### src/rtl/multiplier_datapath_if.sv
// rtl/multiplier_datapath_if.sv - command/status bundle between shift-add controller and datapath
interface multiplier_datapath_if #(
  parameter int WIDTH = 8
);
  // Operands and commands, driven by the controller
  logic [WIDTH-1:0]   multiplicand;
  logic [WIDTH-1:0]   multiplier;
  logic               load_regs;
  logic               add_regs;
  logic               shift_regs;
  logic               decr_pointer;

  // Status and result, driven by the datapath
  logic               Q0;
  logic               zero;
  logic [2*WIDTH-1:0] product;
  logic               done;
  logic               protocol_err;

  modport master (
    output multiplicand, multiplier, load_regs, add_regs, shift_regs, decr_pointer,
    input  Q0, zero, product, done, protocol_err
  );

  modport slave (
    input  multiplicand, multiplier, load_regs, add_regs, shift_regs, decr_pointer,
    output Q0, zero, product, done, protocol_err
  );
endinterface

### src/rtl/multiplier_datapath.sv
// rtl/multiplier_datapath.sv - shift-add unsigned multiplier datapath with iteration counter
module multiplier_datapath #(
  parameter int WIDTH = 8
) (
  input  logic                  clk,
  input  logic                  reset,
  multiplier_datapath_if.slave  bus
);

  localparam int PW = $clog2(WIDTH + 1);

  logic [WIDTH-1:0] b_q, b_d;
  logic [WIDTH-1:0] a_q, a_d;
  logic             c_q, c_d;
  logic [WIDTH-1:0] q_q, q_d;
  logic [PW-1:0]    p_q, p_d;
  logic             done_q, done_d;
  logic             err_q, err_d;

  // Next-state: load wins outright; add beats shift; decrement runs alongside either
  always_comb begin
    b_d    = b_q;
    a_d    = a_q;
    c_d    = c_q;
    q_d    = q_q;
    p_d    = p_q;
    done_d = done_q;
    err_d  = err_q;

    if (bus.load_regs) begin
      b_d    = bus.multiplicand;
      q_d    = bus.multiplier;
      a_d    = '0;
      c_d    = 1'b0;
      p_d    = PW'(WIDTH);
      done_d = 1'b0;
    end else begin
      if (bus.add_regs) begin
        {c_d, a_d} = {1'b0, a_q} + {1'b0, b_q};
        // A shift requested alongside an add is dropped and flagged
        if (bus.shift_regs) begin
          err_d = 1'b1;
        end
      end else if (bus.shift_regs) begin
        {c_d, a_d, q_d} = {1'b0, c_q, a_q, q_q[WIDTH-1:1]};
        // Shifting with the counter already at zero is the last iteration
        if (p_q == '0) begin
          done_d = 1'b1;
        end
      end

      if (bus.decr_pointer) begin
        if (p_q == '0) begin
          err_d = 1'b1;
        end else begin
          p_d = p_q - PW'(1);
        end
      end
    end
  end

  // State register with synchronous reset taking priority over every command
  always_ff @(posedge clk) begin
    if (reset) begin
      b_q    <= '0;
      a_q    <= '0;
      c_q    <= 1'b0;
      q_q    <= '0;
      p_q    <= '0;
      done_q <= 1'b0;
      err_q  <= 1'b0;
    end else begin
      b_q    <= b_d;
      a_q    <= a_d;
      c_q    <= c_d;
      q_q    <= q_d;
      p_q    <= p_d;
      done_q <= done_d;
      err_q  <= err_d;
    end
  end

  assign bus.Q0           = q_q[0];
  assign bus.zero         = (p_q == '0);
  assign bus.product      = {a_q, q_q};
  assign bus.done         = done_q;
  assign bus.protocol_err = err_q;

endmodule

### src/flat_wrapper.sv
// flat-port wrapper written by rule: the top's interface ports become plain ports
module multiplier_datapath_flat 
#(
  parameter int WIDTH = 8
)
  (clk, reset, bus_multiplicand, bus_multiplier, bus_load_regs, bus_add_regs, bus_shift_regs, bus_decr_pointer, bus_Q0, bus_zero, bus_product, bus_done, bus_protocol_err);
  multiplier_datapath_if #(.WIDTH(WIDTH)) bus_i ();
  input  logic clk;
  input  logic reset;
  input wire logic [$bits(bus_i.multiplicand)-1:0] bus_multiplicand;
  input wire logic [$bits(bus_i.multiplier)-1:0] bus_multiplier;
  input wire logic [$bits(bus_i.load_regs)-1:0] bus_load_regs;
  input wire logic [$bits(bus_i.add_regs)-1:0] bus_add_regs;
  input wire logic [$bits(bus_i.shift_regs)-1:0] bus_shift_regs;
  input wire logic [$bits(bus_i.decr_pointer)-1:0] bus_decr_pointer;
  output wire logic [$bits(bus_i.Q0)-1:0] bus_Q0;
  output wire logic [$bits(bus_i.zero)-1:0] bus_zero;
  output wire logic [$bits(bus_i.product)-1:0] bus_product;
  output wire logic [$bits(bus_i.done)-1:0] bus_done;
  output wire logic [$bits(bus_i.protocol_err)-1:0] bus_protocol_err;
  assign bus_i.multiplicand = bus_multiplicand;
  assign bus_i.multiplier = bus_multiplier;
  assign bus_i.load_regs = bus_load_regs;
  assign bus_i.add_regs = bus_add_regs;
  assign bus_i.shift_regs = bus_shift_regs;
  assign bus_i.decr_pointer = bus_decr_pointer;
  assign bus_Q0 = bus_i.Q0;
  assign bus_zero = bus_i.zero;
  assign bus_product = bus_i.product;
  assign bus_done = bus_i.done;
  assign bus_protocol_err = bus_i.protocol_err;
  multiplier_datapath #(.WIDTH(WIDTH)) u_core (.clk(clk), .reset(reset), .bus(bus_i));
endmodule
### config.mk
export PLATFORM = sky130hd
export DESIGN_NAME = multiplier_datapath_flat
export DESIGN_NICKNAME = d
export VERILOG_FILES = /design/src/rtl/multiplier_datapath_if.sv /design/src/rtl/multiplier_datapath.sv /design/src/flat_wrapper.sv
export SDC_FILE = /design/constraint.sdc
export NUM_CORES = 1
export LEC_CHECK = 0
export ABC_AREA = 0
export BUFFER_PORTS_ARGS = -buffer_cell sky130_fd_sc_hd__buf_2
export CAP_MARGIN = 30
export CORE_ASPECT_RATIO = 0.75
export CORE_MARGIN = 2
export CORE_UTILIZATION = 55
export CTS_BUF_LIST = sky130_fd_sc_hd__clkbuf_4 sky130_fd_sc_hd__clkbuf_8
export CTS_CLUSTER_DIAMETER = 100
export DETAILED_ROUTE_END_ITERATION = 7
export GPL_ROUTABILITY_DRIVEN = 0
export HOLD_SLACK_MARGIN = 0.05
export PLACE_DENSITY = 0.82
export REMOVE_ABC_BUFFERS = 1
export SKIP_LAST_GASP = 1
export SLEW_MARGIN = 20
export SYNTH_ARGS = -nofsm -noshare
export SYNTH_HDL_FRONTEND = slang
export SYNTH_SLANG_ARGS = --single-unit
### constraint.sdc
create_clock -name clk -period 3.5 [get_ports clk]
set_input_delay 0.35 -clock clk [delete_from_list [all_inputs] [get_ports clk]]
set_output_delay 0.35 -clock clk [all_outputs]
set_load 0.05 [all_outputs]
==> impl_metrics.csv <==
group,metric,value,unit
detailed_routing,drtPass1Iterations,4,
detailed_routing,wirelength,3890,um
cts,cts_buffers,5,
timing,worst_hold_slack,0.296,ns
run,drv_cap,0,
pwr,seqPwrFrac,45.7,%
pwr,switching_share,31.2,%
pwr,power.density,433,nW/um2
cts,cts_sinks,31,
cts,clock_latency,0.28,ns
hold_path,hp-class,"in -> reg",
timing,fin_skew,0.00257,ns
cells_and_area,fill_cells,263,
critical_path,worst_setup_path_start_kind,"register",
yosys,ys_ff_latch,31,
critical_path,critical-path-slowest-cell,"nor3b_1",
placed_design,port_buffers,41,
global_route,grt_pass1_wl,6400,um
global_route,antenna_found_initial,0,
yosys,yosysTopAreaCellShare,36.8,%
global_route,grt_pass1_vias,1355,
cts,cts_tree,"yes",
pwr,pwr-share-comb,21.3,%
critical_path,crit_buf_inv,2,
yosys,synth_cell_type_count,41,
yosys,avgSynthCellArea,9.06,um2
yosys,synth_top_cell_by_area,"dfxtp_1",
pwr,pwr-share-clk,33.0,%
yosys,synth_top_family_by_area,"compound AO/OA/AOI/OAI gates",
cells_and_area,finalNetCount,255,
cells_and_area,area.growth.synth_to_final,17.2,%
die,die_h,51.9,um
yosys,synth_cells,186,
critical_path,worstPathRequired,3.15,ns
detailed_routing,vias,1520,
yosys,synth-xor-area-share,1.56,%
yosys,synthMuxAreaShare,13.7,%
yosys,ys_seq_area_share,36.8,%
run_status,outcome,"finished clean",
critical_path,worstSetupPathType,"reg -> out",
pwr,p_leak,0.931,nW
die,io_pins,42,
timing,worstMarginPinSlew,0.591,ns
yosys,syn_area,1690,um2
die,die-area,3530,um2
critical_path,arrival,1.67,ns
cts,cts_buffer_depth,2,
cts,hold_buffers,0,
yosys,synth_warnings,0,
timing,fin_tns_setup,0,ns
cts,post_cts_buffers,0,
placed_design,hpwl,2790,um
critical_path,path_cells,"inv_1 -> ha_1 -> nor3b_1 -> buf_2",
global_route,grt_use_total,24.9,%
detailed_routing,avgRoutedWirePerCell,14.9,um
timing,max-slew-margin-rel,60.6,%
cts,path_clk_slew,0.06,ns
pwr,vdd_drop_max,0.289,mV
critical_path,critPathTopFamily,"simple AND/OR/NAND/NOR gates",
critical_path,worstPathMaxFanout,4,
timing,rsz0062_at_grt,"no",
global_route,gr-total-overflow,0,
cells_and_area,multi_input_area,988,um2
cells_and_area,drive_above_1_share,22.9,%
global_route,grt_max_degree,23,
timing,hold_viol,0,
timing,final.min_clock_period,2.02,ns
cts,cts_resized,0,
timing,max_freq,496,MHz
timing,fin_crit_sh,57.6,%
die,core_area,2940,um2
cts,ctsHtreeMaxLevel,2,
yosys,synth-compound-area-share,18.5,%
timing,setup_viol,0,
cts,cts-root-buf,"clkbuf_8",
timing,slew_viol_final,0,
pwr,power.internal,588,uW
detailed_routing,drtIter0Drc,69,
critical_path,end_kind,"primary output",
yosys,synthSimpleGateAreaFrac,17.1,%
pwr,p_sw,266,uW
die,rows,17,
critical_path,critPathMaxStageDelay,0.44,ns
die,die_w,67.9,um
yosys,synthAdderAreaFrac,7.87,%
detailed_routing,drc,0,
detailed_routing,antenna_left,0,
detailed_routing,viasPerCell,5.82,
cells_and_area,n_antenna_cell,0,
die,start_util,57.4,%
yosys,synth_area_leaders,"dfxtp_1, mux2i_1, nor2_1",
cells_and_area,regArea,621,um2
[power by group through the flow]
stage,Sequential (mW),Clock (mW),Combinational [mW]
after floorplan,0.442,0,0.0793
after global placement,0.397,0,0.179
after detailed placement,0.398,0,0.181
after CTS,0.390,0.286,0.182
after global routing,0.392,0.302,0.198
final,0.390,0.282,0.182
[cell type report]
cell class / count / area share, %
Timing Repair Buffer: 41 / 10.4
Sequential cell: 31 / 31.4
Multi-Input combinational cell: 137 / 50.0
Clock inverter: 1 / 0.253
Clock buffer: 6 / 4.18
Tap cell: 38 / 2.41
Inverter: 7 / 1.33
[per-layer routing]
metal  share of wire, %  track usage, %  vias up
met5                  0               0        -
met4                1.7            10.0        0
met3                6.8            7.14        7
met2                 42            36.6       53
met1                 49            34.1      708
li1                   -               -      752
[Yosys cell counts, drive strengths merged]
master	count
a2111oi	1
o21bai	1
nor2b	4
nand2	3
nor2	31
o32ai	1
a211oi	15
o2111ai	1
nor3b	5
o221ai	1
nor3	2
xnor2	1
o22ai	1
o211ai	3
nor4	1
or3	2
mux2i	23
clkbuf	6
inv	7
or3b	1
a211o	1
o21a	1
a21oi	8
o21ai	4
nand3	2
a22o	1
or2	2
o211a	1
o31a	2
or4b	2
a21o	2
buf	5
fa	1
dfxtp	31
ha	9
nor4b	2
xor2	2
[worst paths after layout]
kind	cells after the start	endpoint	from	slack (ns)
max	4	bus_zero	u_core.p_q[0]$_SDFFE_PP0P_	1.48
min	3	u_core.b_q[2]$_SDFFE_PP0P_	bus_multiplicand[2]	0.30
max reg2reg	5	u_core.a_q[7]$_SDFFE_PP0P_	u_core.a_q[1]$_SDFFE_PP0P_	1.53
min reg2reg	2	u_core.bus.protocol_err$_SDFFE_PP0N_	u_core.bus.protocol_err$_SDFFE_PP0N_	0.47
[worst reg2reg max path: cells and delay by family (launching register included)]
kind | cells | cell delay [ns]
AOI/OAI and AO/OA | 3 | 0.84
and+or+nand+nor | 1 | 0.35
DFF | 1 | 0.34
adders and majority gates | 1 | 0.32
[kinds of logic after synthesis]
family,count (synthesis)
AO/OA/AOI/OAI,44
XOR/XNOR,3
adder cells (fa/ha/maj),10
buffers and inverters,18
flip-flops,31
multiplexers,23
AND/OR/NAND/NOR,57
[flip-flops by register name, indices dropped and copies added (netlist names)]
name                     cells
u_core.bus.done              1
u_core.c_q                   1
u_core.bus.protocol_err      1
u_core.a_q                   8
u_core.p_q                   4
u_core.q_q                   8
u_core.b_q                   8
[per-stage QoR]
step	setup slack (ns)	cells	area [um2]	total power [mW]	utilization (%)
after global placement	1.65	254	1890	0.576	64.3
final	1.48	261	1980	0.855	67.3
after detailed placement	1.53	254	1890	0.579	64.3
after CTS	1.50	261	1980	0.859	67.3
after global routing	1.29	261	1980	0.892	67.3
after floorplan	1.07	175	1640	0.521	-
[cells in the final DEF (no fill, tap or decap), types with 3 or more instances in the layout]
| cell | synthesis | routed |
|---|---|---|
| mux2i_1 | 23 | 23 |
| a21oi_1 | 8 | 8 |
| nor2b_1 | 4 | 4 |
| nand2_1 | 3 | 3 |
| a211oi_1 | 15 | 15 |
| buf_2 | 3 | 41 |
| nor2_1 | 31 | 31 |
| inv_1 | 7 | 7 |
| o21ai_0 | 4 | 4 |
| nor3b_1 | 5 | 5 |
| clkbuf_8 | 0 | 6 |
| dfxtp_1 | 31 | 31 |
| o211ai_1 | 3 | 3 |
| ha_1 | 9 | 9 |
Note: power is estimated with default switching activity, not from simulation.
